===== config.mk =====
export PLATFORM = sky130hd
export DESIGN_NAME = front_panel_seq
export DESIGN_NICKNAME = d
export VERILOG_FILES = /design/src/rtl/front_panel_seq_pkg.sv /design/src/rtl/front_panel_seq_debounce.sv /design/src/rtl/front_panel_seq.sv
export SDC_FILE = /design/constraint.sdc
export NUM_CORES = 1
export LEC_CHECK = 0
export ABC_AREA = 1
export BUFFER_PORTS_ARGS = -buffer_cell sky130_fd_sc_hd__buf_4
export CAP_MARGIN = 20
export CORE_ASPECT_RATIO = 1.2
export CORE_MARGIN = 1
export CORE_UTILIZATION = 45
export CTS_BUF_LIST = sky130_fd_sc_hd__clkbuf_4 sky130_fd_sc_hd__clkbuf_8
export DETAILED_ROUTE_END_ITERATION = 12
export HOLD_SLACK_MARGIN = 0.08
export PLACE_DENSITY = 0.68
export REMOVE_ABC_BUFFERS = 1
export SLEW_MARGIN = 20
export SYNTH_ARGS = -nofsm -noshare
export SYNTH_HDL_FRONTEND = slang
export SYNTH_HIERARCHICAL = 1
export SYNTH_SLANG_ARGS = --single-unit

===== constraint.sdc =====
create_clock -name clk -period 1.3 [get_ports clk]
set_clock_uncertainty 0.1 [all_clocks]
set_input_delay 0.13 -clock clk [delete_from_list [all_inputs] [get_ports clk]]
set_output_delay 0.13 -clock clk [all_outputs]
set_load 0.01 [all_outputs]

===== src/rtl/front_panel_seq_pkg.sv =====
// Shared encodings for the front-panel sequencer: CPU major states, panel op codes,
// FSM state types and small state-class helpers.
package front_panel_seq_pkg;

  typedef enum logic [4:0] {
    H0 = 5'd0,  HW = 5'd1,  H1 = 5'd2,  H2 = 5'd3,  H3 = 5'd4,
    F0 = 5'd5,  FW = 5'd6,  F1 = 5'd7,  F2 = 5'd8,  F3 = 5'd9,
    D0 = 5'd10, DW = 5'd11, D1 = 5'd12, D2 = 5'd13, D3 = 5'd14,
    E0 = 5'd15, EW = 5'd16, E1 = 5'd17, E2 = 5'd18, E3 = 5'd19
  } major_state_e;

  localparam logic [4:0] MS_LAST = 5'd19;

  typedef enum logic [2:0] {
    FP_NONE = 3'd0, FP_LA = 3'd1, FP_ELA = 3'd2, FP_DEP = 3'd3, FP_EXAM = 3'd4
  } fp_op_e;

  typedef enum logic [2:0] {
    OP_IDLE, OP_ARMED, OP_TRIG, OP_WAIT_DONE, OP_RELEASE
  } op_state_e;

  typedef enum logic [1:0] {
    C_IDLE, C_ASSERT, C_RELEASE
  } cont_state_e;

  function automatic logic st_legal(input logic [4:0] s);
    return s <= MS_LAST;
  endfunction

  function automatic logic st_halted(input logic [4:0] s);
    return s inside {H0, HW, H1, H2, H3};
  endfunction

  function automatic logic st_wait(input logic [4:0] s);
    return s inside {H0, F0, D0, E0};
  endfunction

  function automatic logic st_step(input logic [4:0] s);
    return s inside {FW, DW, EW};
  endfunction

  // p[0]=LA, p[1]=ELA, p[2]=DEP, p[3]=EXAM; lowest index wins
  function automatic fp_op_e pick_op(input logic [3:0] p);
    if (p[0]) return FP_LA;
    if (p[1]) return FP_ELA;
    if (p[2]) return FP_DEP;
    if (p[3]) return FP_EXAM;
    return FP_NONE;
  endfunction

endpackage


===== src/rtl/front_panel_seq_debounce.sv =====
// Per-switch 2-flop synchronizer plus counter debouncer.
// FP_DEBOUNCE_EN undefined: synchronizer only (2-cycle latency, DEBOUNCE_CYCLES ignored).
module fp_debounce #(
  parameter logic [15:0] DEBOUNCE_CYCLES = 16'd50000
) (
  input  logic clk_i,
  input  logic rst_ni,
  input  logic sw_i,
  output logic level_o,
  output logic settled_o
);
`ifdef FP_DEBOUNCE_EN
  localparam bit DebounceOn = 1'b1;
`else
  localparam bit DebounceOn = 1'b0;
`endif
  localparam logic [15:0] EffCycles = DebounceOn ? DEBOUNCE_CYCLES : 16'd0;

  logic meta_q;
  logic level_q;

  // The synchronizer keeps sampling through reset so a switch held across reset
  // shows up as "not settled" and cannot masquerade as a fresh press.
  always_ff @(posedge clk_i) meta_q <= sw_i;

  if (EffCycles == 16'd0) begin : g_sync
    always_ff @(posedge clk_i) begin
      if (!rst_ni) level_q <= 1'b0;
      else         level_q <= meta_q;
    end
    assign settled_o = (meta_q == level_q);
  end else begin : g_cnt
    logic        sync_q;
    logic [15:0] cnt_q;
    always_ff @(posedge clk_i) sync_q <= meta_q;
    always_ff @(posedge clk_i) begin
      if (!rst_ni) begin
        level_q <= 1'b0;
        cnt_q   <= '0;
      end else if (sync_q == level_q) begin
        cnt_q <= '0;
      end else if (cnt_q == EffCycles - 16'd1) begin
        level_q <= sync_q;
        cnt_q   <= '0;
      end else begin
        cnt_q <= cnt_q + 16'd1;
      end
    end
    assign settled_o = (sync_q == level_q);
  end

  assign level_o = level_q;

endmodule


===== src/rtl/front_panel_seq.sv =====
// Front-panel sequencer: debounced panel switches -> halt/single_step levels and
// cont/trigger handshakes with the CPU major-state machine. Option macro: FP_DEBOUNCE_EN.
module front_panel_seq
  import front_panel_seq_pkg::*;
#(
  parameter logic [15:0] DEBOUNCE_CYCLES = 16'd50000
) (
  input  logic       clk,
  input  logic       reset,
  input  logic       sw_halt,
  input  logic       sw_sing_step,
  input  logic       sw_cont,
  input  logic       sw_addr_load,
  input  logic       sw_ext_addr_load,
  input  logic       sw_dep,
  input  logic       sw_exam,
  input  logic [4:0] state,
  output logic       halt,
  output logic       single_step,
  output logic       cont,
  output logic       trigger,
  output logic [2:0] fp_op
);
  logic [6:0] sw_raw, lvl, settled;
  logic [4:0] mom_lvl, mom_settled, mom_prev_q, mom_prev_d, mom_press;
  logic [3:0] op_press;
  logic       cont_press, legal, halted, waiting, stepping;
  logic       unused_settled;

  op_state_e   op_st_q;
  cont_state_e cst_q;
  fp_op_e      fp_op_q;
  logic        trigger_q, cont_q;

  assign sw_raw = {sw_exam, sw_dep, sw_ext_addr_load, sw_addr_load,
                   sw_cont, sw_sing_step, sw_halt};

  for (genvar i = 0; i < 7; i++) begin : g_db
    fp_debounce #(.DEBOUNCE_CYCLES(DEBOUNCE_CYCLES)) u_db (
      .clk_i    (clk),
      .rst_ni   (reset),
      .sw_i     (sw_raw[i]),
      .level_o  (lvl[i]),
      .settled_o(settled[i])
    );
  end

  assign halt           = lvl[0];
  assign single_step    = lvl[1];
  assign unused_settled = ^settled[1:0];

  // bit0 = CONT, bits 4:1 = LA, ELA, DEP, EXAM
  assign mom_lvl     = lvl[6:2];
  assign mom_settled = settled[6:2];
  // prev stays high after reset until the switch is seen settled low, so only a
  // genuine low->high transition counts as a press.
  assign mom_prev_d  = mom_lvl | (mom_prev_q & ~mom_settled);
  assign mom_press   = mom_lvl & ~mom_prev_q;
  assign op_press    = mom_press[4:1];
  assign cont_press  = mom_press[0];

  assign legal    = st_legal(state);
  assign halted   = st_halted(state);
  assign waiting  = st_wait(state);
  assign stepping = st_step(state);

  always_ff @(posedge clk) begin
    if (!reset) mom_prev_q <= '1;
    else        mom_prev_q <= mom_prev_d;
  end

  always_ff @(posedge clk) begin
    if (!reset) begin
      op_st_q   <= OP_RELEASE;
      trigger_q <= 1'b0;
      fp_op_q   <= FP_NONE;
    end else if (legal) begin
      case (op_st_q)
        OP_IDLE: if (|op_press) begin
          if (halted && cst_q != C_ASSERT) begin
            fp_op_q <= pick_op(op_press);
            op_st_q <= OP_ARMED;
          end else begin
            op_st_q <= OP_RELEASE;
          end
        end
        OP_ARMED: if (state == H0) begin
          trigger_q <= 1'b1;
          op_st_q   <= OP_TRIG;
        end
        OP_TRIG: if (state == H1) begin
          trigger_q <= 1'b0;
          op_st_q   <= OP_WAIT_DONE;
        end
        OP_WAIT_DONE: if (state == H3) begin
          fp_op_q <= FP_NONE;
          op_st_q <= OP_RELEASE;
        end
        OP_RELEASE: if (mom_lvl == '0) op_st_q <= OP_IDLE;
        default: op_st_q <= OP_RELEASE;
      endcase
    end
  end

  always_ff @(posedge clk) begin
    if (!reset) begin
      cst_q  <= C_RELEASE;
      cont_q <= 1'b0;
    end else if (legal) begin
      case (cst_q)
        C_IDLE: if (cont_press) begin
          if (op_st_q == OP_IDLE && op_press == '0) begin
            cst_q  <= C_ASSERT;
            cont_q <= waiting;
          end else begin
            cst_q  <= C_RELEASE;
          end
        end
        C_ASSERT: begin
          if (stepping) begin
            cont_q <= 1'b0;
            cst_q  <= C_RELEASE;
          end else if (waiting) begin
            cont_q <= 1'b1;
          end
        end
        C_RELEASE: if (!mom_lvl[0]) cst_q <= C_IDLE;
        default: cst_q <= C_RELEASE;
      endcase
    end
  end

  assign cont    = cont_q;
  assign trigger = trigger_q;
  assign fp_op   = fp_op_q;

endmodule

==> flow_metrics.py <==
metrics = {
    "worst_setup_path": {
        "end_kind": "flop",
        "crit_arrival_ns": 1.46,
        "slowest_stage": "dfxtp_4",
        "cp_max_fo": 5,
        "crit_chain": "nor2_4 > inv_2 > nor2_2 > nand2_2 > nand3_4 > buf_6 > nor2_4 > nor2_2 > nor2_1",
        "critPathMaxStageDelay_ns": 0.38,
        "crit_path_start_kind": "flop",
        "path_class": "reg -> reg",
        "cp_data_required_time_ns": 1.41,
    },
    "sta": {
        "fin_crit_ns": 1.34,
        "slew_viol_final": 0,
        "setup_tns_ns": -0.151,
        "setup_viol": 5,
        "final_hold_viol_count": 0,
        "finalCritPeriodShare_pct": 103,
        "max_freq_mhz": 744,
        "tightest_slew_ns": 0.261,
        "rsz0062_at_grt": "yes",
        "relSlewSlack_pct": 82.4,
        "fin_ws_ns": -0.0440,
    },
    "clock_network": {
        "insertion_delay_ns": 0.32,
        "cts_root_buffer": "clkbuf_4",
        "cts_htree_levels": 2,
        "cts-buffers-inserted": 5,
        "clk_pin_slew_ns": 0.09,
        "clockBufferDepth": 2,
        "cts_sinks": 29,
        "cts_tree": "done",
    },
    "grt": {
        "grt_max_degree": 23,
        "grt_overflow": 0,
        "antenna_found_initial": 0,
        "grt_pass1_vias": 1367,
        "grt_pass1_wl_um": 4840,
        "grt_use_total_pct": 18.9,
    },
    "detailed_routing": {
        "antenna_left": 0,
        "drc": 0,
        "wire_per_inst_um": 8.94,
        "avgViaCountPerCell": 4.55,
        "drtIter0Drc": 39,
        "drt_first_pass_iters": 4,
        "finalWirelength_um": 2860,
        "via_count": 1456,
    },
    "synthesis": {
        "syn_inst": 230,
        "ys_warn_count": 6,
        "avgSynthCellArea_um2": 6.33,
        "syn_area_um2": 1460,
    },
    "layout": {
        "fin_area_um2": 2040,
        "fillers": 289,
        "final_common_cell": "nand2_1",
        "diodes": 0,
        "area_growth_syn_to_layout_pct": 39.9,
        "nNetsFinal": 297,
        "layout-drive-gt1-share_pct": 33.1,
        "final_cell_mix": "67 x nand2_1, 41 x inv_1, 37 x buf_4",
    },
    "power": {
        "p_leak_nw": 1.12,
        "peakVddDrop_uv": 1120,
        "power_density_nw_per_um2": 1380,
    },
    "die": {
        "rows": 22,
        "dieArea_um2": 3470,
        "io_pins": 21,
        "core_um2": 3080,
        "fp.dieH_um": 64.3,
        "fp.dieW_um": 53.9,
        "start_util_pct": 47.2,
    },
    "placement": {
        "place_hpwl_um": 2090,
        "post_dp_cell_area_um2": 1780,
        "gp_congestion": 0.821,
        "port_buffers": 20,
    },
    "worst_hold_path": {
        "hp-class": "in -> reg",
    },
    "run": {
        "drv_cap": 0,
    },
    "run_status": {
        "violations": "setup timing",
        "status": "finished, violations left",
    },
}
==> worst max-delay path: cells and delay by family, from the launching register on <==
family                 cells  cell delay [ns]
AND/OR/NAND/NOR            7             0.59
buffers and inverters      2             0.17
flip-flops                 1             0.38
==> layer usage <==
layer  vias to the layer above  share of wire [%]  GRT usage [%]
met5                         -                  0              0
met1                       637                 41           17.6
met3                         5                2.8           4.29
li1                        790                  -              -
met4                         0                2.0           7.89
met2                        24                 54           36.6
==> area by class of cell <==
| cell class | instances | area [um2] | share of cell area, % |
|---|---|---|---|
| Timing Repair Buffer | 47 | 380 | 18.7 |
| Inverter | 51 | 191 | 9.39 |
| Sequential cell | 29 | 594 | 29.2 |
| Clock buffer | 7 | 65.1 | 3.19 |
| Clock inverter | 1 | 5.00 | 0.246 |
| Multi-Input combinational cell | 149 | 757 | 37.1 |
| Tap cell | 36 | 45.0 | 2.21 |
==> repair_timing <==
item | in CTS | in global routing
pin swaps | 10 | 11
hold buffers | 8 | 0
cloned | 0 | 0
hold endpoints to repair | 28 | 0
setup endpoints to repair | 9 | 10
buffers inserted | 0 | 1
gates resized for setup | 19 | 23
==> registers in the layout (all words and copies together), names as in the netlist <==
name	flops
cst_q	2
g_db.u_db/meta_q	7
op_st_q	3
trigger	1
cont	1
fp_op	3
g_db.u_db/level_o	7
mom_prev_q	5
==> where the power goes <==
| group | switching [mW] | total [mW] | internal, mW |
|---|---|---|---|
| Sequential | 0.123 | 1.16 | 1.03 |
| Combinational | 0.590 | 1.05 | 0.461 |
| Clock | 0.286 | 0.599 | 0.313 |
==> metrics by stage <==
step / utilization [%] / setup slack [ns] / hold slack, ns / total power [mW] / cells
floorplan: - / 0.00906 / 0.0577 / 1.70 / 229
global placement: 57.7 / -0.0823 / 0.134 / 1.98 / 303
detailed placement: 57.7 / -0.120 / 0.136 / 1.99 / 303
CTS: 64.1 / -0.0147 / 0.174 / 2.72 / 319
global route: 66.1 / -0.149 / 0.220 / 3.03 / 320
finish: 66.1 / -0.0440 / 0.183 / 2.81 / 320
==> final timing paths <==
kind	endpoint	slack, ns	start	cells after the start
hold / removal	cont$_SDFFE_PN0P_	0.18	state[3]	6
setup / recovery	trigger$_SDFFE_PN0P_	-0.04	op_st_q[1]$_SDFFE_PN0P_	9
setup reg to reg	trigger$_SDFFE_PN0P_	-0.04	op_st_q[1]$_SDFFE_PN0P_	9
hold reg to reg	g_db[1].u_db/level_o$_SDFF_PN0_	0.32	g_db[1].u_db/meta_q$_DFF_P_	2
Power figures use the tool's default switching activity.
